[config.mk]
export PLATFORM = sky130hd
export DESIGN_NAME = if_fetch_unit_flat
export DESIGN_NICKNAME = d
export VERILOG_FILES = /design/src/rtl/if_pkg.sv /design/src/rtl/if_fetch_unit_if.sv /design/src/rtl/if_wait_timer.sv /design/src/rtl/if_fetch_unit.sv /design/src/flat_wrapper.sv
export SDC_FILE = /design/constraint.sdc
export NUM_CORES = 1
export LEC_CHECK = 0
export BUFFER_PORTS_ARGS = -buffer_cell sky130_fd_sc_hd__buf_2
export CAP_MARGIN = 10
export CORE_MARGIN = 2
export CORE_UTILIZATION = 48
export CTS_BUF_LIST = sky130_fd_sc_hd__clkbuf_2 sky130_fd_sc_hd__clkbuf_4 sky130_fd_sc_hd__clkbuf_8
export DETAILED_ROUTE_END_ITERATION = 16
export PLACE_DENSITY = 0.67
export SLEW_MARGIN = 5
export SYNTH_ARGS = -nofsm -noshare
export SYNTH_HDL_FRONTEND = slang
export SYNTH_SLANG_ARGS = --single-unit
[constraint.sdc]
create_clock -name clk -period 3 [get_ports clk]
set_input_delay 0.15 -clock clk [delete_from_list [all_inputs] [get_ports clk]]
set_output_delay 0.15 -clock clk [all_outputs]
set_load 0.01 [all_outputs]
[src/rtl/if_pkg.sv]
// Shared types and constants for the instruction-fetch unit.
package if_pkg;

    typedef enum logic [1:0] {
        IDLE,
        WAIT,
        HOLD
    } fetch_state_t;

    localparam logic [31:0] NOP_INST = 32'h0000_0013;
    localparam logic [31:0] PC_STEP  = 32'd4;

    typedef struct packed {
        logic [31:0] pc;
        logic [31:0] inst;
        logic        valid;
    } fetch_pkt_t;

    function automatic logic [31:0] align_pc(input logic [31:0] a);
        return {a[31:2], 2'b00};
    endfunction

endpackage

[src/rtl/if_fetch_unit_if.sv]
// Instruction-memory req/ack bus; the fetch unit is master, memory is slave.
interface if_fetch_unit_if;

    logic        req;
    logic [31:0] addr;
    logic        ack;
    logic [31:0] rdata;

    modport master (output req, output addr, input ack, input rdata);
    modport slave  (input req, input addr, output ack, output rdata);

endinterface

[src/rtl/if_wait_timer.sv]
// Counts WAIT cycles without ack; sets a sticky error on reaching MAX_WAIT.
module if_wait_timer #(
    parameter int unsigned MAX_WAIT = 64
) (
    input  logic clk,
    input  logic reset,
    input  logic new_req,
    input  logic waiting,
    output logic fetch_err
);

    localparam int unsigned CW = $clog2(MAX_WAIT + 1);

    logic [CW-1:0] cnt_q, cnt_d;
    logic          err_q, err_d;

    always_comb begin
        cnt_d = cnt_q;
        err_d = err_q;
        if (new_req) begin
            cnt_d = '0;
        end else if (waiting && (cnt_q != CW'(MAX_WAIT))) begin
            cnt_d = cnt_q + 1'b1;
        end
        if (cnt_d == CW'(MAX_WAIT)) begin
            err_d = 1'b1;
        end
    end

    always_ff @(posedge clk) begin
        if (reset) begin
            cnt_q <= '0;
            err_q <= 1'b0;
        end else begin
            cnt_q <= cnt_d;
            err_q <= err_d;
        end
    end

    assign fetch_err = err_q;

endmodule

[src/rtl/if_fetch_unit.sv]
// PC owner and blocking instruction-fetch initiator feeding the IF/ID register.
module if_fetch_unit
    import if_pkg::*;
#(
    parameter logic [31:0] RESET_PC = 32'h0000_0000,
    parameter int unsigned MAX_WAIT = 64
) (
    input  logic                   clk,
    input  logic                   reset,
    input  logic                   stalling,
    input  logic                   redirect_valid,
    input  logic [31:0]            redirect_pc,
    if_fetch_unit_if.master        imem,
    output logic [31:0]            fetch_pc,
    output logic [31:0]            fetch_inst,
    output logic                   fetch_valid,
    output logic                   fetch_err
);

    fetch_state_t state_q, state_d;
    logic [31:0]  pc_q, pc_d;
    logic         req_q, req_d;
    logic [31:0]  addr_q, addr_d;
    logic         discard_q, discard_d;
    fetch_pkt_t   hold_q, hold_d;
    fetch_pkt_t   out_q, out_d;
    logic         new_req;
    logic         present;
    logic         waiting;

    assign waiting = (state_q == WAIT) && !imem.ack;

    always_comb begin
        state_d   = state_q;
        pc_d      = pc_q;
        req_d     = req_q;
        addr_d    = addr_q;
        discard_d = discard_q;
        hold_d    = hold_q;
        out_d     = out_q;
        new_req   = 1'b0;
        present   = 1'b0;

        if (redirect_valid) begin
            pc_d = align_pc(redirect_pc);
            unique case (state_q)
                IDLE: ;
                WAIT: begin
                    if (imem.ack) begin
                        addr_d    = align_pc(redirect_pc);
                        discard_d = 1'b0;
                        new_req   = 1'b1;
                    end else begin
                        // Response still owed; swallow it when it arrives.
                        discard_d = 1'b1;
                    end
                end
                HOLD: begin
                    hold_d  = '0;
                    state_d = IDLE;
                end
                default: state_d = IDLE;
            endcase
        end else begin
            unique case (state_q)
                IDLE: begin
                    req_d   = 1'b1;
                    addr_d  = pc_q;
                    state_d = WAIT;
                    new_req = 1'b1;
                end
                WAIT: begin
                    if (imem.ack) begin
                        if (discard_q) begin
                            discard_d = 1'b0;
                            addr_d    = pc_q;
                            new_req   = 1'b1;
                        end else if (stalling) begin
                            hold_d  = '{pc: pc_q, inst: imem.rdata, valid: 1'b1};
                            req_d   = 1'b0;
                            state_d = HOLD;
                        end else begin
                            out_d   = '{pc: pc_q, inst: imem.rdata, valid: 1'b1};
                            present = 1'b1;
                            pc_d    = pc_q + PC_STEP;
                            addr_d  = pc_q + PC_STEP;
                            new_req = 1'b1;
                        end
                    end
                end
                HOLD: begin
                    if (!stalling) begin
                        out_d        = hold_q;
                        present      = 1'b1;
                        hold_d.valid = 1'b0;
                        pc_d         = pc_q + PC_STEP;
                        addr_d       = pc_q + PC_STEP;
                        req_d        = 1'b1;
                        state_d      = WAIT;
                        new_req      = 1'b1;
                    end
                end
                default: state_d = IDLE;
            endcase
        end

        // Downstream consumes every unstalled edge, so an empty edge is a bubble.
        if (!stalling && !present) begin
            out_d.valid = 1'b0;
        end
    end

    always_ff @(posedge clk) begin
        if (reset) begin
            state_q   <= IDLE;
            pc_q      <= RESET_PC;
            req_q     <= 1'b0;
            addr_q    <= '0;
            discard_q <= 1'b0;
            hold_q    <= '0;
            out_q     <= '{pc: '0, inst: NOP_INST, valid: 1'b0};
        end else begin
            state_q   <= state_d;
            pc_q      <= pc_d;
            req_q     <= req_d;
            addr_q    <= addr_d;
            discard_q <= discard_d;
            hold_q    <= hold_d;
            out_q     <= out_d;
        end
    end

    if_wait_timer #(
        .MAX_WAIT (MAX_WAIT)
    ) u_wait_timer (
        .clk       (clk),
        .reset     (reset),
        .new_req   (new_req),
        .waiting   (waiting),
        .fetch_err (fetch_err)
    );

    assign imem.req    = req_q;
    assign imem.addr   = addr_q;
    assign fetch_pc    = out_q.pc;
    assign fetch_inst  = out_q.inst;
    assign fetch_valid = out_q.valid;

endmodule

[src/flat_wrapper.sv]
// flat-port wrapper written by rule: the top's interface ports become plain ports
module if_fetch_unit_flat import if_pkg::*;
#(
    parameter logic [31:0] RESET_PC = 32'h0000_0000,
    parameter int unsigned MAX_WAIT = 64
)
  (clk, reset, stalling, redirect_valid, redirect_pc, fetch_pc, fetch_inst, fetch_valid, fetch_err, imem_req, imem_addr, imem_ack, imem_rdata);
  if_fetch_unit_if imem_i ();
  input  logic clk;
  input  logic reset;
  input  logic stalling;
  input  logic redirect_valid;
  input  logic [31:0] redirect_pc;
  output logic [31:0] fetch_pc;
  output logic [31:0] fetch_inst;
  output logic fetch_valid;
  output logic fetch_err;
  output wire logic [$bits(imem_i.req)-1:0] imem_req;
  output wire logic [$bits(imem_i.addr)-1:0] imem_addr;
  input wire logic [$bits(imem_i.ack)-1:0] imem_ack;
  input wire logic [$bits(imem_i.rdata)-1:0] imem_rdata;
  assign imem_req = imem_i.req;
  assign imem_addr = imem_i.addr;
  assign imem_i.ack = imem_ack;
  assign imem_i.rdata = imem_rdata;
  if_fetch_unit #(.RESET_PC(RESET_PC), .MAX_WAIT(MAX_WAIT)) u_core (.clk(clk), .reset(reset), .stalling(stalling), .redirect_valid(redirect_valid), .redirect_pc(redirect_pc), .imem(imem_i), .fetch_pc(fetch_pc), .fetch_inst(fetch_inst), .fetch_valid(fetch_valid), .fetch_err(fetch_err));
endmodule
**Word-level counts from Yosys, hierarchy flattened**

Index checks and enable logic that the tools add are counted.

- Input bits: 69
- Bits in registers: 206

- Bitwise logic cells: 1
- Mux-type cells: 55
- Add/subtract/negate cells: 2
- Equality and inequality tests: 18
- Reductions and logical operators: 25

Operators by type and width:

| cell | count |
|---|---|
| $mux 65 | 9 |
| $mux 32 | 10 |
| $pmux 65 s2 | 1 |
| $pmux 32 s3 | 1 |
| $mux 64 | 1 |
| $pmux 32 s2 | 1 |
| $add 32x3->32 const B | 1 |
| $mux 1 | 19 |
| $reduce_and 6->1 | 3 |
| $mux 7 | 2 |
| $ne 2x2->1 const B | 7 |
| $mux 2 | 6 |
| $ne 3x3->1 const B | 4 |
| $reduce_and 5->1 | 2 |
| $reduce_bool 2->1 | 4 |
| $add 7x1->7 const B | 1 |
| $eq 7x7->1 const B | 1 |
| $ne 7x7->1 const B | 1 |
| $ne 2x1->1 const B | 3 |
| $pmux 1 s3 | 2 |
| $pmux 2 s3 | 1 |
| $reduce_and 3->1 | 2 |
| $reduce_bool 3->1 | 2 |
| $reduce_or 2->1 | 3 |
| other kinds (9) | 14 |

**Longest topological paths before layout**

Gate-level depths: netlist of the first run.

- Depth in word-level cells: 8
- Gate-level depth with buffers: 11
- Depth with buffers taken out: 8

**By module**

A second synthesis of the first run with hierarchy kept.

- Cell total of the unflattened synthesis: 1203
- Area total of the unflattened synthesis: 10188.5 um2

By module, submodules not included:

| module | cells each | area each (um2) | instances |
|---|---|---|---|
| if_fetch_unit | 1153 | 9701.8 | 1 |
| if_wait_timer | 50 | 486.7 | 1 |

**Worst setup path before layout of the first run**

OpenSTA, ideal clock, no wires.

- Path kind: reg2reg
- From: reg u_core.state_q[0]
- To: reg u_core.addr_q[28], in the netlist u_core.imem.addr[28]
- Clock period less this slack: 2.008 ns
- Buffers on the path: 1
- Arrival: 1.930 ns
- Required time: 2.922 ns
- Path slack: 0.992 ns
- Stages on the path, launching flop included: 10
- Setup time: 0.078 ns
- Cells stage by stage: dfxtp_1 > inv_1 > ha_1 > nor2b_1 > a21boi_1 > nand2_1 > nand2_1 > buf_2 > a221oi_1 > nor3_1

- Cells in the longest elaborated chain, start to end: 3
- Elaborated cells on any way between the ends: 9
- Those cells by class: eq/ne: 4; mux: 2; reduce/logical: 3

Ends and longest elaborated chain:

| item | line | text |
|---|---|---|
| start, declared | if_fetch_unit.sv:20 | `fetch_state_t state_q, state_d;` |
| start signal, assigned | if_fetch_unit.sv:123 | `state_q <= state_d;` |
| $eq 2x2->1, or another cell as far along | if_fetch_unit.sv:65 | `unique case (state_q)` |
| $pmux 32 s3, or another cell as far along | if_fetch_unit.sv:65 |  |
| $mux 32 / $reduce_and 4->1 (equally long branches) | n/a |  |
| end signal, assigned | if_fetch_unit.sv:126 | `addr_q <= addr_d;` |
| end, declared | if_fetch_unit.sv:23 | `logic [31:0] addr_q, addr_d;` |

Parallel ways exist; a longest one is shown, timed or not.
A chain may end at the register's enable or synchronous reset.

**Worst setup path after layout of the first run**

- From: reg u_core.state_q[1]
- To: reg u_core.addr_q[19], in the netlist u_core.imem.addr[19]

The elaborated chain is that of the path after synthesis.

==> flow_metrics.env, run 1 <==
export IMPL_outcome="finished, final reports clean"
export IMPL_rsz0062_at_grt="no"
export IMPL_core_area_um2=19500
export IMPL_drive_gt1_share_pct=19.0
export IMPL_synth_most_common_cell="dfxtp_1"
export IMPL_finalSetupViolCount=0
export IMPL_synthArstFlopShare_pct=0
export IMPL_clock_latency_ns=0.47
export IMPL_clk_pin_slew_ns=0.10
export IMPL_synth_seq_area_share_pct=41.8
export IMPL_tritoncts="built"
export IMPL_yosys_area_top_type_share_pct=41.8
export IMPL_clock_skew_final_ns=0.0123
export IMPL_yosysUniqueCellTypes=70
export IMPL_cts_hold_buf=49
export IMPL_relSlewSlack_pct=56.1
export IMPL_globalRouteTotalUtil_pct=24.3
export IMPL_num_io_pins=168
export IMPL_critPathKind="register to register"
export IMPL_wl_per_cell_um=16.8
export IMPL_chipWidth_um=145
export IMPL_synth_top_area_cell="dfxtp_1"
export IMPL_cts_max_level=4
export IMPL_setup_worst_path_start_class="register"
export IMPL_numCtsBuffers=17
export IMPL_synth_ff_type="dfxtp_1"
export IMPL_worst_pin_slew_ns=0.657
export IMPL_viasPerCell=5.63
export IMPL_whs_path_depth=3
export IMPL_reg2reg_depth=10
export IMPL_synth_edf_count=0
export IMPL_clockRootBuffer="clkbuf_8"
export IMPL_synth_warnings=0
export IMPL_crit_required_ns=3.34
export IMPL_critPathCaptureType="register"
export IMPL_syn_area_per_cell_um2=8.47
export IMPL_placed_area_um2=10600
export IMPL_syn_area_um2=9570
export IMPL_whs_ns=0.0272
export IMPL_p_per_area_nw_per_um2=465
export IMPL_cts_resized=0
export IMPL_fin_crit_sh_pct=84.4
export IMPL_synthTopCellsByArea="dfxtp_1 42%, nor2_1 7.4%, mux2i_1 6.7%"
export IMPL_hpwlAfterDp_um=17100
export IMPL_crit_fanout=10
export IMPL_layout_nets=1361
export IMPL_p_total_mw=5.34
export IMPL_wl_um=26300
export IMPL_gr_usage_met3_pct=4.09
export IMPL_hold_viol=0
export IMPL_p_leak_nw=4.25
export IMPL_crit_arrival_ns=2.87
export IMPL_peakVddDrop_mv=0.269
export IMPL_busiest_layer="met2"
export IMPL_ant_nets=0
export IMPL_synth_cells=1130
export IMPL_slew_viol_final=0
export IMPL_antenna_found_initial=0
export IMPL_period_minus_slack_ns=2.53
export IMPL_max_freq_ghz=0.395
export IMPL_place_congestion=0.883
export IMPL_vias=8793
export IMPL_finalInstanceArea_um2=11500
export IMPL_clockBufferDepth=2
export IMPL_ys_seq_elements=200
export IMPL_hold_class="input port to register"
export IMPL_place_ws_ns=0.526
export IMPL_synth_common_cells="200 x dfxtp_1, 188 x nor2_1, 83 x nand2_1, 71 x a211oi_1, 68 x clkbuf_1"
export IMPL_nFillCells=1821
export IMPL_fin_tns_setup_ns=0
export IMPL_worst_slack_ns=0.468
export IMPL_first_pass_iters=5
export IMPL_cts_setup_buffers=0
export IMPL_diodes=0
export IMPL_die_y_um=145
export IMPL_cts_sinks=200
export IMPL_dieArea_um2=21100
export IMPL_grt_pass1_wl_um=42300
export IMPL_drc=0
export IMPL_grt_met1_usage_pct=33.9
export IMPL_area_growth_pct=19.9
export IMPL_first_global_vias=7970
export IMPL_overflow=0
export IMPL_portBuffers=163
export IMPL_maxCapViolCount=0
export IMPL_grt_max_degree=134
export IMPL_first_iter_violations=657
export IMPL_grtUsageMet2_pct=39.1
export IMPL_start_util_pct=49.0
export IMPL_num_rows=51
placed cells by master, fill, tap and decap left out, types with 6 or more instances in the layout:
cell             n
nor3_1          20
xor2_1          16
buf_12           6
xnor2_1         37
o21ai_0         41
a21oi_1         41
and3_1          10
nor2_1         187
and4_1           6
clkbuf_8        17
ha_1             6
o211ai_1         8
inv_1            9
nand3_1         32
nand4_1         12
dlygate4sd3_1   49
a22oi_1         65
dfxtp_1        200
a211oi_1        71
nand2_1         83
mux2i_1         64
buf_2          162
a311oi_1         6
buf_4           31
a221oi_1        13
sequential cells by signal, indices dropped and copies added (netlist names):
register                       count
u_core.discard_q                   1
u_core.hold_q                     63
u_core.imem.addr                  32
u_core.u_wait_timer.cnt_q          7
u_core.fetch_inst                 32
u_core.fetch_valid                 1
u_core.u_wait_timer.fetch_err      1
u_core.pc_q                       30
u_core.imem.req                    1
u_core.state_q                     2
u_core.fetch_pc                   30
report_power, final:
group          total (mW)  internal, mW  switching, mW  leakage (nW)
Combinational       0.764         0.325          0.439          2.43
Clock                1.71         0.703           1.01         0.202
Sequential           2.86          2.75          0.111          1.63
Total                5.34          3.78           1.56          4.25
metrics by stage:
| step | instances | util (%) |
|---|---|---|
| after floorplan | 1131 | - |
| after global placement | 1482 | 54.3 |
| after detailed placement | 1482 | 54.3 |
| after CTS | 1563 | 58.7 |
| after global routing | 1563 | 58.7 |
| final | 1563 | 58.7 |
worst max-delay path, cell delays in order, from the launching register on:
cell,delay (ns)
dfxtp_1,0.38
inv_1,0.10
ha_1,0.33
buf_4,0.22
and2_0,0.25
o21bai_1,0.24
buf_4,0.22
a311oi_1,0.18
o21ai_0,0.21
o21ai_0,0.20
a21oi_1,0.08
final cells by class:
| class | instances | area, µm² | area share (%) |
|---|---|---|---|
| well taps | 265 | 332 | 2.89 |
| inverters | 10 | 37.5 | 0.327 |
| multi-input cells | 808 | 5060 | 44.1 |
| clock buffers | 19 | 249 | 2.17 |
| flip-flops and latches | 200 | 4000 | 34.9 |
| repair buffers | 248 | 1650 | 14.4 |
| clock inverters | 13 | 135 | 1.18 |
layer usage:
layer	wire, µm	vias up
met1	11900	4095
met4	444	0
met2	12400	301
li1	-	4363
met5	0	-
met3	1600	34
final timing paths:
check	from	endpoint	slack (ns)
worst max-delay path	u_core.state_q[1]	u_core.imem.addr[19]	0.47
worst min-delay path	redirect_pc[2]	u_core.pc_q[2]	0.03
worst min register to register	u_core.imem.addr[2]	u_core.imem.addr[2]	0.46
worst max register to register	u_core.state_q[1]	u_core.imem.addr[19]	0.47
logic make-up (layout without fill, tap and decap cells):
logic type / after synthesis / in the layout / share of synthesized area [%]
AO/OA/AOI/OAI: 294 / 294 / 21.4
XOR/XNOR: 53 / 53 / 4.85
adder cells (fa/ha/maj): 7 / 7 / 0.915
buffers and inverters: 123 / 290 / 5.71
flip-flops: 200 / 200 / 41.8
multiplexers: 64 / 64 / 6.69
other: 1 / 2 / 0.0392
AND/OR/NAND/NOR: 388 / 388 / 18.6
No activity file was read; power rests on OpenSTA's default activity.
==> run 2: changes to the inputs <==
--- a/config.mk
+++ b/config.mk
@@ -5,13 +5,14 @@
 export SDC_FILE = /design/constraint.sdc
 export NUM_CORES = 1
 export LEC_CHECK = 0
+export ABC_AREA = 1
 export BUFFER_PORTS_ARGS = -buffer_cell sky130_fd_sc_hd__buf_2
 export CAP_MARGIN = 10
 export CORE_MARGIN = 2
 export CORE_UTILIZATION = 48
 export CTS_BUF_LIST = sky130_fd_sc_hd__clkbuf_2 sky130_fd_sc_hd__clkbuf_4 sky130_fd_sc_hd__clkbuf_8
 export DETAILED_ROUTE_END_ITERATION = 16
-export PLACE_DENSITY = 0.67
+export PLACE_DENSITY = 0.7
 export SLEW_MARGIN = 5
 export SYNTH_ARGS = -nofsm -noshare
 export SYNTH_HDL_FRONTEND = slang
==> constraint.sdc (replaced) <==
create_clock -name clk -period 2.1 [get_ports clk]
set_input_delay 0.105 -clock clk [delete_from_list [all_inputs] [get_ports clk]]
set_output_delay 0.105 -clock clk [all_outputs]
set_load 0.01 [all_outputs]
==> run 2 against run 1 <==
Effect of this change:
- fmax is 26% higher
- clock-buffer cell count down 1
- critical path depth fell by 1
- via count rose by 18%
- sequential power increased by 48%
- combinational power grew 140%
==> flow_metrics.env, run 2 <==
export IMPL_viasPerCell=5.34
export IMPL_clk_pin_slew_ns=0.11
export IMPL_syn_area_per_cell_um2=6.72
export IMPL_wl_um=30400
export IMPL_globalRouteTotalUtil_pct=27.8
export IMPL_diodes=0
export IMPL_tritoncts="built"
export IMPL_crit_arrival_ns=2.34
export IMPL_synthTopCellsByArea="dfxtp_1 41%, nand2_1 18%, a21oi_1 6.5%"
export IMPL_fin_tns_setup_ns=0
export IMPL_ys_seq_elements=200
export IMPL_vias=10400
export IMPL_timing_rr_end="u_core.fetch_inst[0]"
export IMPL_crit_slowest_cell="dfxtp_2"
export IMPL_dp_cells=1855
export IMPL_syn_area_um2=9830
export IMPL_p_leak_nw=5.25
export IMPL_rsz0062_at_grt="no"
export IMPL_grt_pass1_wl_um=48700
export IMPL_synth_top_area_cell="dfxtp_1"
export IMPL_num_io_pins=168
export IMPL_largest_register="u_core.hold_q"
export IMPL_drc=0
export IMPL_clockBufferDepth=2
export IMPL_core_area_um2=20200
export IMPL_critPathTopFamily="simple AND/OR/NAND/NOR gates"
export IMPL_path_cells="inv_1 > ha_4 > nand2_1 > nand4_4 > nor2_4 > clkinvlp_4 > clkbuf_4 > nand2_1 > o311ai_0"
export IMPL_multi_input_area_um2=4990
export IMPL_hold_path_end="u_core.pc_q[16]"
export IMPL_reg2reg_depth=9
export IMPL_hold_class="input port to register"
export IMPL_dieArea_um2=21600
export IMPL_relSlewSlack_pct=65.7
export IMPL_chipWidth_um=147
export IMPL_cts_max_level=4
export IMPL_yosysUniqueCellTypes=44
export IMPL_synth_seq_area_share_pct=40.7
export IMPL_fin_crit_sh_pct=95.3
export IMPL_first_pass_iters=5
export IMPL_place_congestion=0.987
export IMPL_period_minus_slack_ns=2.00
export IMPL_ant_nets=0
export IMPL_layout_nets=1743
export IMPL_cts_sinks=200
export IMPL_pwr_share_clk_pct=29.5
export IMPL_die_y_um=147
export IMPL_place_ws_ns=0.0595
export IMPL_clock_skew_final_ns=0.0163
export IMPL_peakVddDrop_mv=0.394
export IMPL_pwr_share_comb_pct=21.0
export IMPL_critical_path_buf_inv_count=3
export IMPL_synth_cells=1463
export IMPL_crit_fanout=7
export IMPL_setup_worst_path_start_class="register"
export IMPL_synth_most_common_cell="nand2_1"
export IMPL_hp_start="redirect_pc[16]"
export IMPL_hold_viol=0
export IMPL_p_int_mw=5.73
export IMPL_clock_latency_ns=0.49
export IMPL_worstReg2RegStart="u_core.state_q[1]"
export IMPL_max_freq_ghz=0.500
export IMPL_overflow=0
export IMPL_cpMostUsedCell="nand2_1"
export IMPL_p_switching_mw=2.84
export IMPL_num_rows=52
export IMPL_numCtsBuffers=17
export IMPL_ff2ff_setup_slack_ns=0.1
export IMPL_maxCapViolCount=0
export IMPL_switching_share_pct=33.1
export IMPL_first_global_vias=9821
export IMPL_largest_register_ffs=63
export IMPL_clockRootBuffer="clkbuf_8"
export IMPL_finalSetupViolCount=0
export IMPL_nFillCells=1935
export IMPL_ff_latch_area_um2=4010
export IMPL_grt_max_degree=97
export IMPL_drive_gt1_share_pct=17.5
export IMPL_antenna_found_initial=0
export IMPL_critPathCaptureType="register"
export IMPL_synth_warnings=0
export IMPL_critPathKind="register to register"
export IMPL_outcome="finished, final reports clean"
export IMPL_first_iter_violations=752
export IMPL_synth_edf_count=0
export IMPL_synth_ff_type="dfxtp_1"
export IMPL_slew_viol_final=0
export IMPL_whs_path_depth=5
export IMPL_p_seq_share_pct=49.5
export IMPL_worst_pin_slew_ns=0.514
export IMPL_p_per_area_nw_per_um2=709
export IMPL_worst_slack_ns=0.0982
export IMPL_wl_per_cell_um=15.6
export IMPL_area_growth_pct=22.9
export IMPL_final_cell_mix="479 x nand2_1, 198 x dfxtp_1, 163 x buf_2"
export IMPL_start_util_pct=48.7
export IMPL_synth_common_cells="480 x nand2_1, 200 x dfxtp_1, 128 x a21oi_1, 104 x nor2_1, 87 x nand3_1"
export IMPL_crit_required_ns=2.44
export IMPL_hpwlAfterDp_um=20100
export IMPL_slowest_delay_ns=0.36
export IMPL_synthArstFlopShare_pct=0
export IMPL_portBuffers=163
export IMPL_p_total_mw=8.57
export IMPL_layout_commonest_cell="nand2_1"
export IMPL_stdcell_count=1949
export IMPL_yosys_area_top_type_share_pct=40.7
[run 2: cell count changes in the layout (fill, tap and decap cells not counted), moves of 29 or more]
| cell | previous run | this run |
|---|---|---|
| nor2_1 | 187 | 103 |
| nand3_1 | 32 | 87 |
| a21oi_1 | 41 | 128 |
| nand2_1 | 83 | 479 |
| a31oi_1 | 5 | 76 |
| o21ai_0 | 41 | 85 |
| o21ai_1 | 2 | 31 |
| inv_1 | 9 | 81 |
| a211oi_1 | 71 | 1 |
| mux2i_1 | 64 | 0 |
| xnor2_1 | 37 | 2 |
| a22oi_1 | 65 | 0 |
[run 2: kinds of logic (layout without fill, tap and decap cells)]
kind of cell / Yosys count / in the layout / share of synthesized area [%]
AND/OR/NAND/NOR: 712 / 712 / 29.7
other: 1 / 2 / 0.0381
adder cells (fa/ha/maj): 7 / 7 / 0.891
AO/OA/AOI/OAI: 337 / 337 / 18.8
flip-flops: 200 / 200 / 40.7
buffers and inverters: 194 / 409 / 8.78
XOR/XNOR: 12 / 12 / 1.07
[run 2: how the worst max path moves through the flow]
stage                           start  cells past startpoint              endpoint
floorplan           u_core.state_q[1]                     10       u_core.pc_q[31]
global placement    u_core.state_q[1]                     10        u_core.pc_q[5]
detailed placement  u_core.state_q[1]                     10        u_core.pc_q[5]
CTS                 u_core.state_q[1]                      9        u_core.pc_q[5]
global route        u_core.state_q[1]                      9  u_core.fetch_inst[1]
finish              u_core.state_q[1]                      9  u_core.fetch_inst[0]
[run 2: metrics by stage]
step	hold slack, ns	instance area (µm²)	util [%]
CTS	0.000221	12000	59.6
finish	0.0324	12100	59.9
detailed placement	0.375	11000	54.8
global placement	0.371	11000	54.8
global route	0.0344	12100	59.9
floorplan	0.253	9830	-
[run 2: worst reg2reg max path: cells and delay by family, from the launching register on]
kind / cells / cell delay, ns
AND/OR/NAND/NOR: 4 / 0.63
buffers and inverters: 3 / 0.57
flip-flops: 1 / 0.36
adder cells (fa/ha/maj): 1 / 0.19
AO/OA/AOI/OAI: 1 / 0.10
[run 2: routing by layer]
layer  GRT usage [%]  wire (µm)  share of wire, %
met2            46.9      14400                47
met3            4.94       1760               5.8
met1            35.1      13100                43
met5               0          0                 0
met4            11.9       1090               3.6
[run 2: repair_timing]
| item | 4_1_cts | 5_1_grt |
|---|---|---|
| hold buffers | 57 | 1 |
| setup endpoints to repair | 0 | 19 |
| setup buffers | 0 | 5 |
| gates resized for setup | 0 | 6 |
| endpoints found under the hold margin | 100 | 1 |
[run 2: cell type report]
type | instances | share of cell area (%)
repair buffers | 287 | 16.6
clock buffers | 18 | 2.00
clock inverters | 13 | 1.26
inverters | 91 | 2.86
multi-input cells | 1070 | 41.3
flip-flops and latches | 200 | 33.2
well taps | 270 | 2.80
[run 2: power groups by stage]
stage          clock network, mW  logic, mW  registers [mW]
6_report                    2.53       1.80            4.24
5_1_grt                     2.71       1.99            4.27
4_1_cts                     2.57       1.77            4.23
3_5_place_dp                   0       1.69            4.31
3_3_place_gp                   0       1.66            4.31
2_1_floorplan                  0      0.988            4.33
==> run 3: changes to the inputs <==
--- a/config.mk
+++ b/config.mk
@@ -5,7 +5,6 @@
 export SDC_FILE = /design/constraint.sdc
 export NUM_CORES = 1
 export LEC_CHECK = 0
-export ABC_AREA = 1
 export BUFFER_PORTS_ARGS = -buffer_cell sky130_fd_sc_hd__buf_2
 export CAP_MARGIN = 10
 export CORE_MARGIN = 2
==> run 3 against run 2 <==
Effect of this change:
- clock-buffer cell count grew 2
- worst setup slack lost 0.055 ns
- clock power fell by 3%
- non-clock buffer count up 34
- die area down 2.6%
- via count decreased by 11%
- clock skew rose by 0.0030 ns
- cell area grew 1.4%
==> flow_metrics.env, run 3 (synthesized netlist as in run 1, its figures left out) <==
export IMPL_vias=9234
export IMPL_first_global_vias=8726
export IMPL_layout_nets=1434
export IMPL_hp_start="redirect_pc[21]"
export IMPL_layout_commonest_cell="dfxtp_1"
export IMPL_final_cell_mix="196 x dfxtp_1, 185 x nor2_1, 162 x buf_2"
export IMPL_grtUsageMet2_pct=42.9
export IMPL_fin_crit_sh_pct=97.9
export IMPL_start_util_pct=49.0
export IMPL_diodes=0
export IMPL_hpwlAfterDp_um=18500
export IMPL_critPathKind="register to register"
export IMPL_area_growth_pct=28.0
export IMPL_first_iter_violations=695
export IMPL_drc=0
export IMPL_rsz0062_at_grt="yes"
export IMPL_worst_pin_slew_ns=0.833
export IMPL_largest_register_ffs=63
export IMPL_globalRouteTotalUtil_pct=25.6
export IMPL_gr_usage_met3_pct=4.53
export IMPL_clockBufferDepth=2
export IMPL_clock_latency_ns=0.47
export IMPL_grt_pass1_wl_um=44600
export IMPL_first_pass_iters=5
export IMPL_maxCapViolCount=0
export IMPL_post_route_util_pct=62.7
export IMPL_wl_um=27800
export IMPL_chipWidth_um=145
export IMPL_worstReg2RegStart="u_core.state_q[1]"
export IMPL_slew_viol_final=0
export IMPL_reg2reg_depth=10
export IMPL_setup_worst_path_start_class="register"
export IMPL_largest_register="u_core.hold_q"
export IMPL_grt_met1_usage_pct=33.0
export IMPL_hold_viol=0
export IMPL_portBuffers=163
export IMPL_grt_max_degree=179
export IMPL_overflow=0
export IMPL_clock_skew_final_ns=0.0193
export IMPL_num_rows=51
export IMPL_die_y_um=145
export IMPL_dieArea_um2=21100
export IMPL_num_io_pins=168
export IMPL_hold_class="input port to register"
export IMPL_whs_path_depth=4
export IMPL_finalSetupViolCount=0
export IMPL_peakVddDrop_mv=0.434
export IMPL_ff2ff_setup_slack_ns=0.04
export IMPL_ant_nets=0
export IMPL_relSlewSlack_pct=44.4
export IMPL_p_leak_nw=4.67
export IMPL_cts_max_level=4
export IMPL_antenna_found_initial=0
export IMPL_period_minus_slack_ns=2.06
export IMPL_viasPerCell=5.64
export IMPL_place_congestion=0.894
export IMPL_crit_arrival_ns=2.43
export IMPL_whs_ns=0.0263
export IMPL_outcome="finished, final reports clean"
export IMPL_max_freq_ghz=0.486
export IMPL_nFillCells=1735
export IMPL_clockRootBuffer="clkbuf_8"
export IMPL_crit_fanout=12
export IMPL_wl_per_cell_um=17.0
export IMPL_drive_gt1_share_pct=24.5
export IMPL_cts_sinks=200
export IMPL_numCtsBuffers=17
export IMPL_busiest_layer="met2"
export IMPL_p_per_area_nw_per_um2=636
export IMPL_crit_required_ns=2.47
export IMPL_timing_rr_end="u_core.fetch_inst[13]"
export IMPL_clk_pin_slew_ns=0.11
export IMPL_tritoncts="built"
export IMPL_core_area_um2=19500
export IMPL_hold_path_end="u_core.pc_q[21]"
export IMPL_critPathCaptureType="register"
run 3: worst max-delay path by stage:
stage / start / to / slack [ns] / cells after the start
finish: u_core.state_q[1] / u_core.fetch_inst[13] / 0.04 / 10
detailed placement: u_core.state_q[0] / u_core.imem.addr[19] / -0.008 / 9
floorplan: u_core.state_q[0] / u_core.imem.addr[28] / 0.09 / 9
global route: u_core.state_q[1] / u_core.fetch_pc[3] / -0.04 / 10
global placement: u_core.state_q[0] / u_core.imem.addr[19] / 0.05 / 9
CTS: u_core.state_q[1] / u_core.imem.addr[24] / 0.003 / 9
run 3: layout make-up:
type	instances	area, µm²	area share, %
multi-input combinational	808	5150	42.1
sequential	200	4010	32.7
timing repair buffer	321	2340	19.1
tap	265	332	2.71
clock buffer	20	263	2.15
clock inverter	12	115	0.940
inverter	10	40.0	0.327
run 3: routing by layer:
layer	vias to the layer above	wire, µm
met5	-	0
met3	63	1410
li1	4503	-
met2	295	13500
met1	4373	12000
met4	0	924
run 3: power by group:
group          switching (mW)  leakage, nW  total (mW)  internal [mW]
sequential              0.121         1.63        4.05           3.93
combinational           0.708         2.85        1.29          0.578
clock                    1.44        0.193        2.46           1.02
run 3: worst max-delay path: stages, from the launching register on:
cell and delay (ns):
dfxtp_2 0.34, inv_2 0.09, ha_4 0.16, nand3b_1 0.14
a21o_1 0.23, buf_4 0.18, nor2_4 0.16, buf_12 0.19
buf_12 0.14, nor2_1 0.05, a211oi_1 0.26
run 3: repair_timing:
item / in CTS / in global routing
endpoints found under the setup margin: 13 / 95
buffers inserted: 1 / 5
gates cloned: 1 / 0
pin swaps: 2 / 9
hold endpoints to repair: 91 / 0
hold buffers: 55 / 0
gates resized for setup: 4 / 32
run 3: per-stage QoR:
step           worst slack [ns]  std cells  instance area [µm²]  power [mW]  TNS [ns]
3_3_place_gp             0.0498       1542                11100        5.26         0
2_1_floorplan            0.0920       1131                 9570        4.80         0
5_1_grt                 -0.0352       1636                12200        8.11    -0.315
6_report                 0.0436       1636                12200        7.79         0
4_1_cts                 0.00269       1631                12100        7.78         0
3_5_place_dp           -0.00797       1542                11100        5.28  -0.00797
